**config.mk**
```make
export PLATFORM = sky130hd
export DESIGN_NAME = config_sr_writer
export DESIGN_NICKNAME = d
export VERILOG_FILES = /design/src/rtl/config_sr_writer.sv
export SDC_FILE = /design/constraint.sdc
export NUM_CORES = 1
export LEC_CHECK = 0
export CELL_PAD_IN_SITES_DETAIL_PLACEMENT = 1
export CELL_PAD_IN_SITES_GLOBAL_PLACEMENT = 1
export CORE_ASPECT_RATIO = 1.25
export CORE_MARGIN = 4
export CORE_UTILIZATION = 42
export CTS_BUF_LIST = sky130_fd_sc_hd__clkbuf_16
export DETAILED_ROUTE_END_ITERATION = 12
export HOLD_SLACK_MARGIN = 0.02
export PLACE_DENSITY = 0.79
export SYNTH_ARGS = -nofsm -noshare
export SYNTH_HDL_FRONTEND = slang
export SYNTH_SLANG_ARGS = --single-unit
```
**constraint.sdc**
```tcl
create_clock -name i_clk -period 2.25 [get_ports i_clk]
set_input_delay 0.45 -clock i_clk [delete_from_list [all_inputs] [get_ports i_clk]]
set_output_delay 0.45 -clock i_clk [all_outputs]
set_load 0.03 [all_outputs]
```
**src/rtl/config_sr_writer.sv**
```systemverilog
// config_sr_writer: host-side serializer for the chip configuration shift
// register. Each request shifts a static or dynamic word MSB-first under a
// divided serial clock, sequences SEL so the chip shadow latch captures it,
// and reads back the previous chain contents from SDO.
module config_sr_writer #(
    parameter int unsigned SIZESRSTAT = 88,
    parameter int unsigned SIZESRDYN  = 16,
    parameter int unsigned CLKDIV     = 4
) (
    input  logic                  i_clk,
    input  logic                  i_rst,
    input  logic                  i_wr_stat,
    input  logic                  i_wr_dyn,
    input  logic [SIZESRSTAT-1:0] i_stat_data,
    input  logic [SIZESRDYN-1:0]  i_dyn_data,
    output logic                  o_sr_clk,
    output logic                  o_sr_sel,
    output logic                  o_sr_sdi,
    input  logic                  i_sr_sdo,
    output logic                  o_busy,
    output logic                  o_done,
    output logic [SIZESRSTAT-1:0] o_rb_data,
    output logic                  o_rb_dyn,
    output logic                  o_rb_valid
);

    localparam int unsigned DIV_W = (CLKDIV > 1) ? $clog2(CLKDIV) : 1;
    localparam int unsigned CNT_W = $clog2(SIZESRSTAT + 1);
    localparam int unsigned PAD_W = SIZESRSTAT - SIZESRDYN;

    typedef enum logic [2:0] {
        S_IDLE,
        S_SETUP,
        S_SHIFT_LO,
        S_SHIFT_HI,
        S_HOLD,
        S_LATCH,
        S_FIN
    } state_t;

    state_t                  r_state;
    state_t                  w_state_nxt;

    logic [DIV_W-1:0]        r_div;
    logic [CNT_W-1:0]        r_bitcnt;
    logic [SIZESRSTAT-1:0]   r_buf;
    logic [SIZESRSTAT-1:0]   r_rb_sh;
    logic                    r_tgt_dyn;

    logic                    r_stat_pend;
    logic [SIZESRSTAT-1:0]   r_stat_data;
    logic                    r_dyn_pend;
    logic [SIZESRDYN-1:0]    r_dyn_data;

    logic                    r_sr_clk;
    logic                    r_sr_sel;
    logic                    r_sr_sdi;
    logic                    r_busy;
    logic                    r_done;
    logic [SIZESRSTAT-1:0]   r_rb_data;
    logic                    r_rb_dyn;
    logic                    r_rb_valid;

    logic                    w_div_last;
    logic                    w_bit_last;
    logic                    w_stat_go;
    logic                    w_dyn_go;
    logic                    w_launch;
    logic                    w_shift_edge;
    logic                    w_tgt_nxt;
    logic [SIZESRSTAT-1:0]   w_stat_word;
    logic [SIZESRDYN-1:0]    w_dyn_word;
    logic [SIZESRSTAT-1:0]   w_launch_word;

    logic                    w_sr_clk_nxt;
    logic                    w_sr_sel_nxt;
    logic                    w_sr_sdi_nxt;
    logic                    w_busy_nxt;
    logic                    w_done_nxt;
    logic [SIZESRSTAT-1:0]   w_rb_data_nxt;
    logic                    w_rb_dyn_nxt;

    // Phase timing, launch arbitration and launch word selection
    always_comb begin
        w_div_last    = (r_div == DIV_W'(CLKDIV - 1));
        w_bit_last    = r_tgt_dyn ? (r_bitcnt == CNT_W'(SIZESRDYN))
                                  : (r_bitcnt == CNT_W'(SIZESRSTAT));
        w_stat_go     = (r_state == S_IDLE) && (r_stat_pend || i_wr_stat);
        w_dyn_go      = (r_state == S_IDLE) && !w_stat_go && (r_dyn_pend || i_wr_dyn);
        w_launch      = w_stat_go || w_dyn_go;
        // A request arriving in the launch cycle is newer than the slot
        w_stat_word   = i_wr_stat ? i_stat_data : r_stat_data;
        w_dyn_word    = i_wr_dyn  ? i_dyn_data  : r_dyn_data;
        w_launch_word = w_stat_go ? w_stat_word : {w_dyn_word, {PAD_W{1'b0}}};
        w_tgt_nxt     = w_stat_go ? 1'b0 : (w_dyn_go ? 1'b1 : r_tgt_dyn);
    end

    // FSM state register
    always_ff @(posedge i_clk) begin
        if (i_rst) begin
            r_state <= S_IDLE;
        end else begin
            r_state <= w_state_nxt;
        end
    end

    // FSM next-state logic
    always_comb begin
        w_state_nxt = r_state;
        case (r_state)
            S_IDLE: begin
                if (w_launch) begin
                    w_state_nxt = S_SETUP;
                end
            end
            S_SETUP: begin
                if (w_div_last) begin
                    w_state_nxt = S_SHIFT_LO;
                end
            end
            S_SHIFT_LO: begin
                if (w_div_last) begin
                    w_state_nxt = S_SHIFT_HI;
                end
            end
            S_SHIFT_HI: begin
                if (w_div_last) begin
                    w_state_nxt = w_bit_last ? S_HOLD : S_SHIFT_LO;
                end
            end
            S_HOLD: begin
                if (w_div_last) begin
                    w_state_nxt = S_LATCH;
                end
            end
            S_LATCH: begin
                if (w_div_last) begin
                    w_state_nxt = S_FIN;
                end
            end
            S_FIN: begin
                w_state_nxt = S_IDLE;
            end
            default: begin
                w_state_nxt = S_IDLE;
            end
        endcase
        w_shift_edge = (r_state == S_SHIFT_LO) && (w_state_nxt == S_SHIFT_HI);
    end

    // FSM output decode: next values of the registered pad and status outputs
    always_comb begin
        w_sr_clk_nxt  = 1'b0;
        w_sr_sel_nxt  = 1'b0;
        w_sr_sdi_nxt  = r_sr_sdi;
        w_busy_nxt    = 1'b0;
        w_done_nxt    = 1'b0;
        w_rb_data_nxt = r_rb_data;
        w_rb_dyn_nxt  = r_rb_dyn;
        case (w_state_nxt)
            S_SETUP: begin
                w_sr_sel_nxt = w_tgt_nxt;
                w_busy_nxt   = 1'b1;
            end
            S_SHIFT_LO: begin
                w_sr_sel_nxt = w_tgt_nxt;
                w_busy_nxt   = 1'b1;
                // SDI moves only on entry so it is stable around the rise
                if (r_state != S_SHIFT_LO) begin
                    w_sr_sdi_nxt = r_buf[SIZESRSTAT-1];
                end
            end
            S_SHIFT_HI: begin
                w_sr_clk_nxt = 1'b1;
                w_sr_sel_nxt = w_tgt_nxt;
                w_busy_nxt   = 1'b1;
            end
            S_HOLD: begin
                w_sr_sel_nxt = w_tgt_nxt;
                w_busy_nxt   = 1'b1;
            end
            S_LATCH: begin
                w_sr_sel_nxt = !w_tgt_nxt;
                w_busy_nxt   = 1'b1;
            end
            S_FIN: begin
                w_done_nxt    = 1'b1;
                w_rb_data_nxt = r_rb_sh;
                w_rb_dyn_nxt  = r_tgt_dyn;
            end
            default: begin
                w_sr_sel_nxt = 1'b0;
            end
        endcase
    end

    // Registered outputs
    always_ff @(posedge i_clk) begin
        if (i_rst) begin
            r_sr_clk   <= 1'b0;
            r_sr_sel   <= 1'b0;
            r_sr_sdi   <= 1'b0;
            r_busy     <= 1'b0;
            r_done     <= 1'b0;
            r_rb_data  <= '0;
            r_rb_dyn   <= 1'b0;
            r_rb_valid <= 1'b0;
        end else begin
            r_sr_clk   <= w_sr_clk_nxt;
            r_sr_sel   <= w_sr_sel_nxt;
            r_sr_sdi   <= w_sr_sdi_nxt;
            r_busy     <= w_busy_nxt;
            r_done     <= w_done_nxt;
            r_rb_data  <= w_rb_data_nxt;
            r_rb_dyn   <= w_rb_dyn_nxt;
            r_rb_valid <= w_done_nxt;
        end
    end

    // Per-phase divider: restarts on every state change
    always_ff @(posedge i_clk) begin
        if (i_rst) begin
            r_div <= '0;
        end else if ((w_state_nxt != r_state) || (r_state == S_IDLE)) begin
            r_div <= '0;
        end else begin
            r_div <= r_div + DIV_W'(1);
        end
    end

    // Shift buffer, readback shifter, bit counter and target
    always_ff @(posedge i_clk) begin
        if (i_rst) begin
            r_buf     <= '0;
            r_rb_sh   <= '0;
            r_bitcnt  <= '0;
            r_tgt_dyn <= 1'b0;
        end else if (w_launch) begin
            r_buf     <= w_launch_word;
            r_rb_sh   <= '0;
            r_bitcnt  <= '0;
            r_tgt_dyn <= w_dyn_go;
        end else if (w_shift_edge) begin
            r_buf   <= {r_buf[SIZESRSTAT-2:0], 1'b0};
            r_rb_sh <= {r_rb_sh[SIZESRSTAT-2:0], i_sr_sdo};
            if (!w_bit_last) begin
                r_bitcnt <= r_bitcnt + CNT_W'(1);
            end
        end
    end

    // Static pending slot: last request wins, cleared on launch
    always_ff @(posedge i_clk) begin
        if (i_rst) begin
            r_stat_pend <= 1'b0;
            r_stat_data <= '0;
        end else if (w_stat_go) begin
            r_stat_pend <= 1'b0;
        end else if (i_wr_stat) begin
            r_stat_pend <= 1'b1;
            r_stat_data <= i_stat_data;
        end
    end

    // Dynamic pending slot: last request wins, cleared on launch
    always_ff @(posedge i_clk) begin
        if (i_rst) begin
            r_dyn_pend <= 1'b0;
            r_dyn_data <= '0;
        end else if (w_dyn_go) begin
            r_dyn_pend <= 1'b0;
        end else if (i_wr_dyn) begin
            r_dyn_pend <= 1'b1;
            r_dyn_data <= i_dyn_data;
        end
    end

    assign o_sr_clk   = r_sr_clk;
    assign o_sr_sel   = r_sr_sel;
    assign o_sr_sdi   = r_sr_sdi;
    assign o_busy     = r_busy;
    assign o_done     = r_done;
    assign o_rb_data  = r_rb_data;
    assign o_rb_dyn   = r_rb_dyn;
    assign o_rb_valid = r_rb_valid;

endmodule

```
==> results of run 1 <==
==> sequential cells by signal, summed over array words and instances, names as in the netlist, 2 cells and up <==
register     count
r_rb_sh         88
r_state          3
o_rb_data       88
r_buf           88
r_bitcnt         7
r_dyn_data      16
r_stat_data     88
r_div            2
==> area by class of cell <==
class	instances	area (µm²)
Antenna cell	1	2.502
Clock buffer	41	1026
Multi-Input combinational cell	1262	7168
Clock inverter	28	277.8
Sequential cell	389	7787
Inverter	4	15.01
Timing Repair Buffer	242	2565
Tap cell	480	600.6
Fill cell	4190	17060
==> metrics by stage <==
| step | cells | setup TNS (ns) | hold WS (ns) | util, % |
|---|---|---|---|---|
| after floorplan | 1814 | 0 | 0.4071 | - |
| after global placement | 2377 | -0.1214 | 0.4184 | 49.69 |
| after detailed placement | 2377 | -15.36 | 0.4364 | 49.69 |
| after CTS | 2446 | 0 | 0.1991 | 53.26 |
| after global routing | 2447 | 0 | 0.2246 | 53.27 |
| final | 2447 | 0 | 0.2274 | 53.27 |
==> cells by family (layout without fill, tap and decap cells) <==
group / after synthesis / count (layout) / share of synthesized area [%]
other cells: 0 / 1 / 0
simple gates: 677 / 677 / 17.16
compound gates: 466 / 466 / 20.62
buf+inv: 163 / 315 / 4.744
flops: 389 / 389 / 49.79
fa+ha+maj: 3 / 3 / 0.2400
mux: 111 / 111 / 7.160
xor+xnor: 5 / 5 / 0.2800
==> layer usage <==
layer	GRT usage, %	vias up	share of wire (%)
met5	0	-	0
met3	4.012	63	3.8
li1	-	6498	-
met4	6.101	0	2.5
met2	37.82	213	50
met1	25.92	6517	43
==> path summary, 6_finish.rpt <==
kind            start        endpoint
max reg2reg  r_div[0]       r_buf[35]
min reg2reg  r_div[0]        r_div[0]
max          o_rb_dyn        o_rb_dyn
min             i_rst  r_dyn_data[12]
==> cells in the final DEF, fill, tap and decap left out, types with 13 or more instances in the layout <==
| master | count |
|---|---|
| sky130_fd_sc_hd__a211oi_2 | 62 |
| sky130_fd_sc_hd__a21oi_1 | 286 |
| sky130_fd_sc_hd__buf_12 | 19 |
| sky130_fd_sc_hd__buf_4 | 21 |
| sky130_fd_sc_hd__clkbuf_16 | 41 |
| sky130_fd_sc_hd__clkdlybuf4s50_1 | 201 |
| sky130_fd_sc_hd__dfxtp_1 | 389 |
| sky130_fd_sc_hd__inv_1 | 16 |
| sky130_fd_sc_hd__mux2i_1 | 104 |
| sky130_fd_sc_hd__nand2_1 | 595 |
| sky130_fd_sc_hd__nand3_1 | 13 |
| sky130_fd_sc_hd__nor2_1 | 31 |
| sky130_fd_sc_hd__o221ai_1 | 70 |
==> power by group <==
group	internal (mW)	switching [mW]
logic	0.667	0.830
clock network	3.98	2.72
registers	7.16	0.154
==> summary.txt, run 1 <==
TIMING
--------------------------------------------------------------------------------------
Minimum clock period                                                          2.074 ns
Final Setup Violations                                                               0
PnR worst setup slack                                                        0.1760 ns
Final clock period utilization by the worst path                                92.18%
Unrepaired setup endpoints after global routing                                     no
Clock tree skew after final layout                                          0.02225 ns
Max transition margin                                                           52.68%
Worst-margin pin slew                                                        0.7034 ns
Final hold violation count                                                           0
Max-slew violation count                                                             0
Fmax                                                                         482.2 MHz

FINISH
--------------------------------------------------------------------------------------
Area growth from synthesis to final layout                                      24.31%
Fraction of final layout cells with drive strength greater than 1               8.952%
Post-layout nets                                                                  2052
Cell area after layout                                                       19440 µm²

CLOCK NETWORK
--------------------------------------------------------------------------------------
Total clock buffers created by CTS                                                  41
CTS tree                                                                         built
Clock root buffer master                                                  sky130_fd_sc_hd__clkbuf_16
# clock sinks                                                                      389
H-Tree Depth                                                                         2
Resize count post-CTS                                                                0
Clock slew at the register clock pins of the worst setup and hold paths        0.06 ns
Latest clock arrival within the worst-skew pair                                0.54 ns
Post-CTS Hold Buffers                                                                0
Number of setup buffers added after CTS                                              0
CTS max path bufs                                                                    3

FLOORPLAN
--------------------------------------------------------------------------------------
Core Rows                                                                           78
Ports placed on the boundary                                                       204
Die height                                                                    223.8 µm
Effective utilization at floorplan                                              42.85%
Core area                                                                    36500 µm²
Horiz. Die Dim                                                                180.6 µm
Total Die Area                                                               40410 µm²

GLOBAL ROUTE
--------------------------------------------------------------------------------------
First-pass GRT wire length                                                    72940 µm
Pin count of the biggest net entering global routing                               108
Tot GR Track Use                                                                21.11%
Overflow left after global routing                                                   0
Number of antenna violations at the first check in global routing                    1
Number of global-route vias before repair                                        14291

YOSYS
--------------------------------------------------------------------------------------
Biggest area contributors in the synthesized netlist                      sky130_fd_sc_hd__dfxtp_1 (50%), sky130_fd_sc_hd__nand2_1 (14%), sky130_fd_sc_hd__a21oi_1 (9.2%)
Most frequent cell after synthesis                                        sky130_fd_sc_hd__nand2_1
Mapped Cells                                                                      1814
Proportion of synthesized chip area in sequential cells                         49.79%
Synthesized Nets                                                                  1926
FF+latch count, synth                                                              389
Cell types with the highest counts after synthesis                        sky130_fd_sc_hd__nand2_1 (597), sky130_fd_sc_hd__dfxtp_1 (389), sky130_fd_sc_hd__a21oi_1 (286)
Fraction of post-synthesis cell area in the top cell type by area               49.79%
Yosys warns                                                                          0
Mean area per synthesized cell                                               8.622 µm²
Post-synthesis instance area                                                 15640 µm²
Top FF cell, synth                                                        sky130_fd_sc_hd__dfxtp_1
Post-synth cell types                                                               48
Post-synthesis async set-or-reset flop share                                        0%
Cell taking the most area after synthesis                                 sky130_fd_sc_hd__dfxtp_1
EDFF count, synth                                                                    0

PLACED DESIGN
--------------------------------------------------------------------------------------
DP Wirelength                                                                 27300 µm
Number of buffers added on ports                                                   203
Worst slack at placement                                                    -0.1671 ns
Global placer's final weighted congestion                                       0.7732
Area after DPL                                                               18140 µm²

ROUTE
--------------------------------------------------------------------------------------
Number of detailed-route iterations in the first pass                                4
Antenna-violating nets left                                                          0
Iteration-0 DRC Markers                                                            637
DRC errors left                                                                      0
Total wirelength of the detailed-routed design                                43540 µm
Ratio of routed vias to standard cells                                           5.432
DR vias                                                                          13291
Routed wirelength normalized by instance count                                17.79 µm

WORST SETUP PATH
--------------------------------------------------------------------------------------
Register-to-Register Path Depth                                                      6
Worst-path maximum fanout                                                            2
Worst path depth                                                                     1
Setup crit start kind                                                         register
Reg2reg setup slack                                                            0.19 ns
Crit path largest cell delay                                                   0.76 ns
Bufs and invs on worst path                                                          1
Critical path start-end classification                                      reg -> out
Worst path slowest cell                                                   sky130_fd_sc_hd__clkdlybuf4s50_1
Worst path arrival time                                                        1.62 ns
Critical path data required time                                               1.80 ns
Kind of capture point of the worst setup path                               output pin
Cell-by-cell trace of the critical path                                   clkdlybuf4s50_1
Cell family contributing the most delay on the critical path              buffers and inverters

PWR
--------------------------------------------------------------------------------------
Cell area power density                                                   798.1 nW/µm²
Maximum vdd ir drop                                                           685.2 µV
Static leakage                                                                6.681 nW
Tot Pwr                                                                       15.52 mW

RUN STATUS
--------------------------------------------------------------------------------------
Run status                                                                   completed

JOB
--------------------------------------------------------------------------------------
MaxCap Viol Count                                                                    0

MIN PATH
--------------------------------------------------------------------------------------
WHS Path Cells                                                                       2
Min-delay worst type                                                         in -> reg

No activity file was read; power rests on OpenSTA's default activity.
==> run 2: changes to the inputs <==
--- a/config.mk
+++ b/config.mk
@@ -8,10 +8,10 @@
 export CELL_PAD_IN_SITES_DETAIL_PLACEMENT = 1
 export CELL_PAD_IN_SITES_GLOBAL_PLACEMENT = 1
 export CORE_ASPECT_RATIO = 1.25
-export CORE_MARGIN = 4
 export CORE_UTILIZATION = 42
 export CTS_BUF_LIST = sky130_fd_sc_hd__clkbuf_16
 export DETAILED_ROUTE_END_ITERATION = 12
+export GPL_TIMING_DRIVEN = 0
 export HOLD_SLACK_MARGIN = 0.02
 export PLACE_DENSITY = 0.79
 export SYNTH_ARGS = -nofsm -noshare
==> summary.txt, run 2 (synthesis results as in run 1) <==
FINISH
--------------------------------------------------------------------------------------
Fraction of final layout cells with drive strength greater than 1               10.06%   was 8.952%
Post-layout instance count excluding filler cells                                 2568   was 2447
Multi-input logic area                                                        7142 µm²   was 7168 µm²
Commonest non-fill, non-tap cells in the layout                           sky130_fd_sc_hd__nand2_1 (594), sky130_fd_sc_hd__dfxtp_1 (389), sky130_fd_sc_hd__a21oi_1 (286)   was sky130_fd_sc_hd__nand2_1 (595), sky130_fd_sc_hd__dfxtp_1 (389), sky130_fd_sc_hd__a21oi_1 (286)
Most common library cell in the layout ignoring fill and taps             sky130_fd_sc_hd__nand2_1   unchanged
Register cell area after layout                                               7787 µm²   unchanged
Area growth from synthesis to final layout                                      25.48%   was 24.31%
Cell area after layout                                                       19630 µm²   was 19440 µm²
Fill count                                                                        4296   was 4190
Post-layout nets                                                                  2170   was 2052

WORST SETUP PATH
--------------------------------------------------------------------------------------
Worst path depth                                                                     8   was 1
Worst path slowest cell                                                   sky130_fd_sc_hd__clkdlybuf4s50_1   unchanged
Setup crit start kind                                                     primary input   was register
Worst-path maximum fanout                                                           10   was 2
Critical path data required time                                               2.69 ns   was 1.80 ns
Critical path start-end classification                                       in -> reg   was reg -> out
Bufs and invs on worst path                                                          4   was 1
Kind of capture point of the worst setup path                                 register   was output pin
Reg2reg setup slack                                                            0.11 ns   was 0.19 ns
Crit path largest cell delay                                                   0.44 ns   was 0.76 ns
Cell-by-cell trace of the critical path                                   clkdlybuf4s50_1 > buf_2 > nor2_1 > nand3b_1 > buf_12 > clkbuf_1 > o221ai_1 > a211oi_2   was clkdlybuf4s50_1
Register-to-Register Path Depth                                                      7   was 6
Worst path arrival time                                                        2.59 ns   was 1.62 ns
Cell family contributing the most delay on the critical path              buffers and inverters   unchanged

TIMING
--------------------------------------------------------------------------------------
Final hold violation count                                                           0   unchanged
Worst-margin pin slew                                                        0.8966 ns   was 0.7034 ns
Fmax                                                                         465.3 MHz   was 482.2 MHz
Final Setup Violations                                                               0   unchanged
PnR worst setup slack                                                        0.1006 ns   was 0.1760 ns
Max transition margin                                                           40.23%   was 52.68%
Minimum clock period                                                          2.149 ns   was 2.074 ns
Worst slack on hold paths                                                    0.3600 ns   was 0.2274 ns
Final clock period utilization by the worst path                                95.53%   was 92.18%
Clock tree skew after final layout                                          0.02494 ns   was 0.02225 ns
Max-slew violation count                                                             0   unchanged

GLOBAL ROUTE
--------------------------------------------------------------------------------------
Tot GR Track Use                                                                24.17%   was 21.11%
Pin count of the biggest net entering global routing                                20   was 108
Overflow left after global routing                                                   0   unchanged
Number of global-route vias before repair                                        14331   was 14291
Number of antenna violations at the first check in global routing                    1   unchanged
First-pass GRT wire length                                                    74180 µm   was 72940 µm

CLOCK NETWORK
--------------------------------------------------------------------------------------
Post-CTS Hold Buffers                                                                0   unchanged
Total clock buffers created by CTS                                                  41   unchanged
H-Tree Depth                                                                         2   unchanged
# clock sinks                                                                      389   unchanged
Clock root buffer master                                                  sky130_fd_sc_hd__clkbuf_16   unchanged
Latest clock arrival within the worst-skew pair                                0.55 ns   was 0.54 ns
CTS tree                                                                         built   unchanged
Clock slew at the register clock pins of the worst setup and hold paths        0.06 ns   about the same
CTS max path bufs                                                                    3   unchanged

FLOORPLAN
--------------------------------------------------------------------------------------
Total Die Area                                                               38020 µm²   was 40410 µm²
Core Rows                                                                           78   unchanged
Core area                                                                    36500 µm²   unchanged
Effective utilization at floorplan                                              42.85%   unchanged
Die height                                                                    217.8 µm   was 223.8 µm
Ports placed on the boundary                                                       204   unchanged
Horiz. Die Dim                                                                174.6 µm   was 180.6 µm

PLACED DESIGN
--------------------------------------------------------------------------------------
Global placer's final weighted congestion                                       0.8211   was 0.7732
Number of buffers added on ports                                                   201   was 203
DP Wirelength                                                                 33290 µm   was 27300 µm
Area after DPL                                                               18250 µm²   was 18140 µm²
Worst slack at placement                                                    -0.6316 ns   was -0.1671 ns
Placed cell count                                                                 2495   was 2377

MIN PATH
--------------------------------------------------------------------------------------
WHS Path Cells                                                                       3   was 2
Min-delay worst type                                                         in -> reg   unchanged

PWR
--------------------------------------------------------------------------------------
Tot Pwr                                                                       15.42 mW   was 15.52 mW
Static leakage                                                                6.808 nW   was 6.681 nW
Cell area power density                                                   785.8 nW/µm²   was 798.1 nW/µm²
Maximum vdd ir drop                                                           525.0 µV   was 685.2 µV

RUN STATUS
--------------------------------------------------------------------------------------
Run status                                                                   completed   unchanged

JOB
--------------------------------------------------------------------------------------
MaxCap Viol Count                                                                    0   unchanged

ROUTE
--------------------------------------------------------------------------------------
DRC errors left                                                                      0   unchanged
Ratio of routed vias to standard cells                                           5.359   was 5.432
Iteration-0 DRC Markers                                                            665   was 637
DR vias                                                                          13761   was 13291
Total wirelength of the detailed-routed design                                46600 µm   was 43540 µm
Routed wirelength normalized by instance count                                18.14 µm   was 17.79 µm
Antenna-violating nets left                                                          0   unchanged
Number of detailed-route iterations in the first pass                                4   unchanged

==> run 2: changes by cell type in the layout (fill, tap and decap cells not counted), moves of 3 or more <==
cell and change:
sky130_fd_sc_hd__buf_2 +30, sky130_fd_sc_hd__bufinv_16 -3, sky130_fd_sc_hd__buf_6 +10, sky130_fd_sc_hd__clkbuf_1 +85
sky130_fd_sc_hd__clkinv_2 +4, sky130_fd_sc_hd__buf_12 -18, sky130_fd_sc_hd__clkbuf_2 +23, sky130_fd_sc_hd__buf_4 -14
==> run 2: layout make-up <==
cell class | count | area share, %
multi-input combinational | 1262 | 36.39
antenna | 1 | 0.01275
clock inverter | 29 | 1.046
buffer | 156 | 3.819
tap | 480 | 3.060
timing repair buffer | 204 | 10.43
clock buffer | 43 | 5.483
inverter | 4 | 0.07651
sequential | 389 | 39.68
==> run 2: metal layers <==
metal | up-vias | routed length (µm) | share of wire, % | global-route usage [%]
li1 | 6747 | - | - | -
met1 | 6712 | 19760 | 42 | 28.06
met2 | 238 | 23840 | 51 | 44.94
met3 | 64 | 1995 | 4.3 | 4.603
met4 | 0 | 1005 | 2.2 | 6.464
met5 | - | 0 | 0 | 0
==> run 2: per-stage QoR <==
step / setup TNS (ns) / util (%)
finish: 0 / 53.77
global route: -0.0001890 / 53.77
CTS: 0 / 53.64
detailed placement: -105.29 / 50.01
global placement: -90.77 / 50.01
floorplan: 0 / -
==> run 2: worst paths after layout <==
kind              start          end
min reg2reg    r_div[0]     r_div[0]
min           i_wr_stat  r_stat_pend
max reg2reg  r_state[0]    r_buf[28]
max            i_wr_dyn    r_buf[14]
==> run 2: report_power, final <==
group,total (mW),switching (mW),leakage (nW),internal [mW]
registers,7.31,0.152,3.17,7.16
logic,1.54,0.879,2.96,0.663
clock network,6.57,2.78,0.678,3.78
total,15.4,3.81,6.81,11.6
==> run 2: repair_timing <==
action	4_1_cts	5_1_grt
endpoints found under the setup margin	288	119
pin swaps	0	1
setup buffers	1	2
resized for setup	17	34
==> run 2: worst min-delay path: stages <==
cell                     delay (ns)
sky130_fd_sc_hd__buf_4         0.14
sky130_fd_sc_hd__nor2_2        0.11
sky130_fd_sc_hd__nor3_1        0.15
==> run 3: changes to the inputs <==
--- a/config.mk
+++ b/config.mk
@@ -8,12 +8,11 @@
 export CELL_PAD_IN_SITES_DETAIL_PLACEMENT = 1
 export CELL_PAD_IN_SITES_GLOBAL_PLACEMENT = 1
 export CORE_ASPECT_RATIO = 1.25
-export CORE_UTILIZATION = 42
-export CTS_BUF_LIST = sky130_fd_sc_hd__clkbuf_16
+export CORE_UTILIZATION = 38
 export DETAILED_ROUTE_END_ITERATION = 12
 export GPL_TIMING_DRIVEN = 0
 export HOLD_SLACK_MARGIN = 0.02
-export PLACE_DENSITY = 0.79
+export PLACE_DENSITY = 0.76
 export SYNTH_ARGS = -nofsm -noshare
 export SYNTH_HDL_FRONTEND = slang
 export SYNTH_SLANG_ARGS = --single-unit
==> constraint.sdc (replaced) <==
create_clock -name i_clk -period 1.9 [get_ports i_clk]
set_input_delay 0.38 -clock i_clk [delete_from_list [all_inputs] [get_ports i_clk]]
set_output_delay 0.38 -clock i_clk [all_outputs]
set_load 0.03 [all_outputs]
==> summary.txt, run 3 (synthesis results as in run 1) <==
RUN STATUS
--------------------------------------------------------------------------------------
Run status                                                                finished with violations   was completed
Violated checks                                                           setup timing

GLOBAL ROUTE
--------------------------------------------------------------------------------------
Overflow left after global routing                                                   0   unchanged
Number of antenna violations at the first check in global routing                    1   unchanged
Pin count of the biggest net entering global routing                                14   was 20
First-pass GRT wire length                                                    78870 µm   was 74180 µm
Tot GR Track Use                                                                23.34%   was 24.17%
Number of global-route vias before repair                                        14962   was 14331

MIN PATH
--------------------------------------------------------------------------------------
Min-delay worst type                                                         in -> reg   unchanged

PLACED DESIGN
--------------------------------------------------------------------------------------
Number of buffers added on ports                                                   201   unchanged
Global placer's final weighted congestion                                       0.8202   was 0.8211
DP Wirelength                                                                 33340 µm   was 33290 µm

TIMING
--------------------------------------------------------------------------------------
Max-slew violation count                                                             0   unchanged
Minimum clock period                                                          1.970 ns
Clock tree skew after final layout                                          0.01755 ns   was 0.02494 ns
Final hold violation count                                                           0   unchanged
Worst-margin pin slew                                                        0.9105 ns   was 0.8966 ns
PnR worst setup slack                                                      -0.06964 ns   was 0.1006 ns
Worst slack on hold paths                                                    0.2740 ns   was 0.3600 ns
Unrepaired setup endpoints after global routing                                    yes
Max transition margin                                                           39.30%   was 40.23%
Final Setup Violations                                                               6   was 0
Fmax                                                                         507.7 MHz
Final clock period utilization by the worst path                                103.7%

ROUTE
--------------------------------------------------------------------------------------
Routed wirelength normalized by instance count                                18.94 µm   was 18.14 µm
Ratio of routed vias to standard cells                                           5.283   was 5.359
Number of detailed-route iterations in the first pass                                5   was 4
Iteration-0 DRC Markers                                                            620   was 665
Antenna-violating nets left                                                          0   unchanged
DRC errors left                                                                      0   unchanged
Total wirelength of the detailed-routed design                                50670 µm   was 46600 µm
DR vias                                                                          14132   was 13761

CLOCK NETWORK
--------------------------------------------------------------------------------------
Latest clock arrival within the worst-skew pair                                0.56 ns   was 0.55 ns
CTS tree                                                                         built   unchanged
Clock slew at the register clock pins of the worst setup and hold paths        0.06 ns   about the same
H-Tree Depth                                                                         2   unchanged
Total clock buffers created by CTS                                                  41   unchanged
Clock root buffer master                                                  sky130_fd_sc_hd__clkbuf_16   unchanged
CTS max path bufs                                                                    3   unchanged
# clock sinks                                                                      389   unchanged

FLOORPLAN
--------------------------------------------------------------------------------------
Horiz. Die Dim                                                                183.5 µm   was 174.6 µm
Die height                                                                    228.8 µm   was 217.8 µm
Total Die Area                                                               41980 µm²   was 38020 µm²
Core Rows                                                                           82   was 78
Effective utilization at floorplan                                              38.79%   was 42.85%
Core area                                                                    40320 µm²   was 36500 µm²
Ports placed on the boundary                                                       204   unchanged

FINISH
--------------------------------------------------------------------------------------
Most common library cell in the layout ignoring fill and taps             sky130_fd_sc_hd__nand2_1   unchanged
Commonest non-fill, non-tap cells in the layout                           sky130_fd_sc_hd__nand2_1 (593), sky130_fd_sc_hd__dfxtp_1 (387), sky130_fd_sc_hd__a21oi_1 (286)   was sky130_fd_sc_hd__nand2_1 (594), sky130_fd_sc_hd__dfxtp_1 (389), sky130_fd_sc_hd__a21oi_1 (286)
Post-layout nets                                                                  2210   was 2170
Number of diodes added for antenna fixing                                            0   was 1
Fraction of final layout cells with drive strength greater than 1               17.52%   was 10.06%
Fill count                                                                        4683   was 4296
Final core area utilization                                                     52.05%   was 53.77%
Area growth from synthesis to final layout                                      34.18%   was 25.48%

WORST SETUP PATH
--------------------------------------------------------------------------------------
Critical path data required time                                               2.37 ns   was 2.69 ns
Bufs and invs on worst path                                                          5   was 4
Crit path largest cell delay                                                   0.41 ns   was 0.44 ns
Setup crit start kind                                                         register   was primary input
Critical path start-end classification                                      reg -> reg   was in -> reg
Cell family contributing the most delay on the critical path              buffers and inverters   unchanged
Worst-path maximum fanout                                                            6   was 10
Worst path most repeated cell                                             sky130_fd_sc_hd__buf_12
Worst path slowest cell                                                   sky130_fd_sc_hd__or3_4   was sky130_fd_sc_hd__clkdlybuf4s50_1
Worst path arrival time                                                        2.44 ns   was 2.59 ns
Cell-by-cell trace of the critical path                                   or3_4 > buf_12 > o21ai_4 > buf_12 > buf_16 > buf_12 > buf_8 > o221ai_2 > a211oi_2   was clkdlybuf4s50_1 > buf_2 > nor2_1 > nand3b_1 > buf_12 > clkbuf_1 > o221ai_1 > a211oi_2
Kind of capture point of the worst setup path                                 register   unchanged

JOB
--------------------------------------------------------------------------------------
MaxCap Viol Count                                                                    0   unchanged

PWR
--------------------------------------------------------------------------------------
Maximum vdd ir drop                                                           647.3 µV   was 525.0 µV
Cell area power density                                                   903.8 nW/µm²   was 785.8 nW/µm²
Static leakage                                                                7.826 nW   was 6.808 nW

-- run 3: cell type report --
type                    instances  area, µm²  area share, %
multi-input cells            1263       7692          36.65
inverters                       4      15.01        0.07154
well taps                     546      683.2          3.255
flip-flops and latches        389       7790          37.12
plain buffers                 152      973.4          4.638
clock buffers                  63       1209          5.759
repair buffers                247       2515          11.98
clock inverters                11      108.9         0.5187
-- run 3: tightest hold or removal path: stages --
cell	delay (ns)
sky130_fd_sc_hd__buf_4	0.17
sky130_fd_sc_hd__nor2_4	0.10
sky130_fd_sc_hd__nor3_1	0.13
-- run 3: path summary, 6_finish.rpt --
kind | startpoint | endpoint | slack [ns] | cells after the start
max | r_state[2] | r_buf[43] | -0.07 | 9
min | i_wr_stat | r_stat_pend | 0.27 | 3
max reg2reg | r_state[2] | r_buf[43] | -0.07 | 9
min reg2reg | o_rb_data[85] | o_rb_data[85] | 0.45 | 2
-- run 3: metrics by stage --
step                      TNS (ns)  power, mW  setup slack, ns  area [µm²]  cells
final                      -0.1756      18.97         -0.06964       20990   2675
after global routing        -1.924      19.63          -0.1480       20990   2675
after floorplan                  0      9.949           0.1078       15640   1814
after global placement     -213.25      10.56          -0.8524       18340   2561
after CTS                   -1.734      18.92         -0.09216       20600   2667
after detailed placement   -227.58      10.64          -0.9446       18340   2561
-- run 3: routing by layer --
metal	GRT usage, %	up-vias	share of wire, %
li1	-	6822	-
met1	26.59	6957	41
met2	43.50	262	52
met3	4.525	89	4.7
met4	6.484	2	2.8
met5	0	-	0.030
-- run 3: what timing repair did --
| item | 4_1_cts | 5_1_grt |
|---|---|---|
| hold endpoints to repair | 0 | 0 |
| buffers inserted | 28 | 10 |
| resized for setup | 279 | 96 |
| endpoints found under the setup margin | 468 | 304 |
| pin swaps | 82 | 29 |
| hold buffers | 0 | 0 |
| gates cloned | 6 | 3 |
-- run 3: where the power goes --
group | switching [mW] | internal, mW | leakage, nW | total (mW)
Combinational | 1.21 | 1.09 | 4.01 | 2.29
Clock | 3.41 | 4.54 | 0.647 | 7.95
Sequential | 0.247 | 8.48 | 3.17 | 8.73
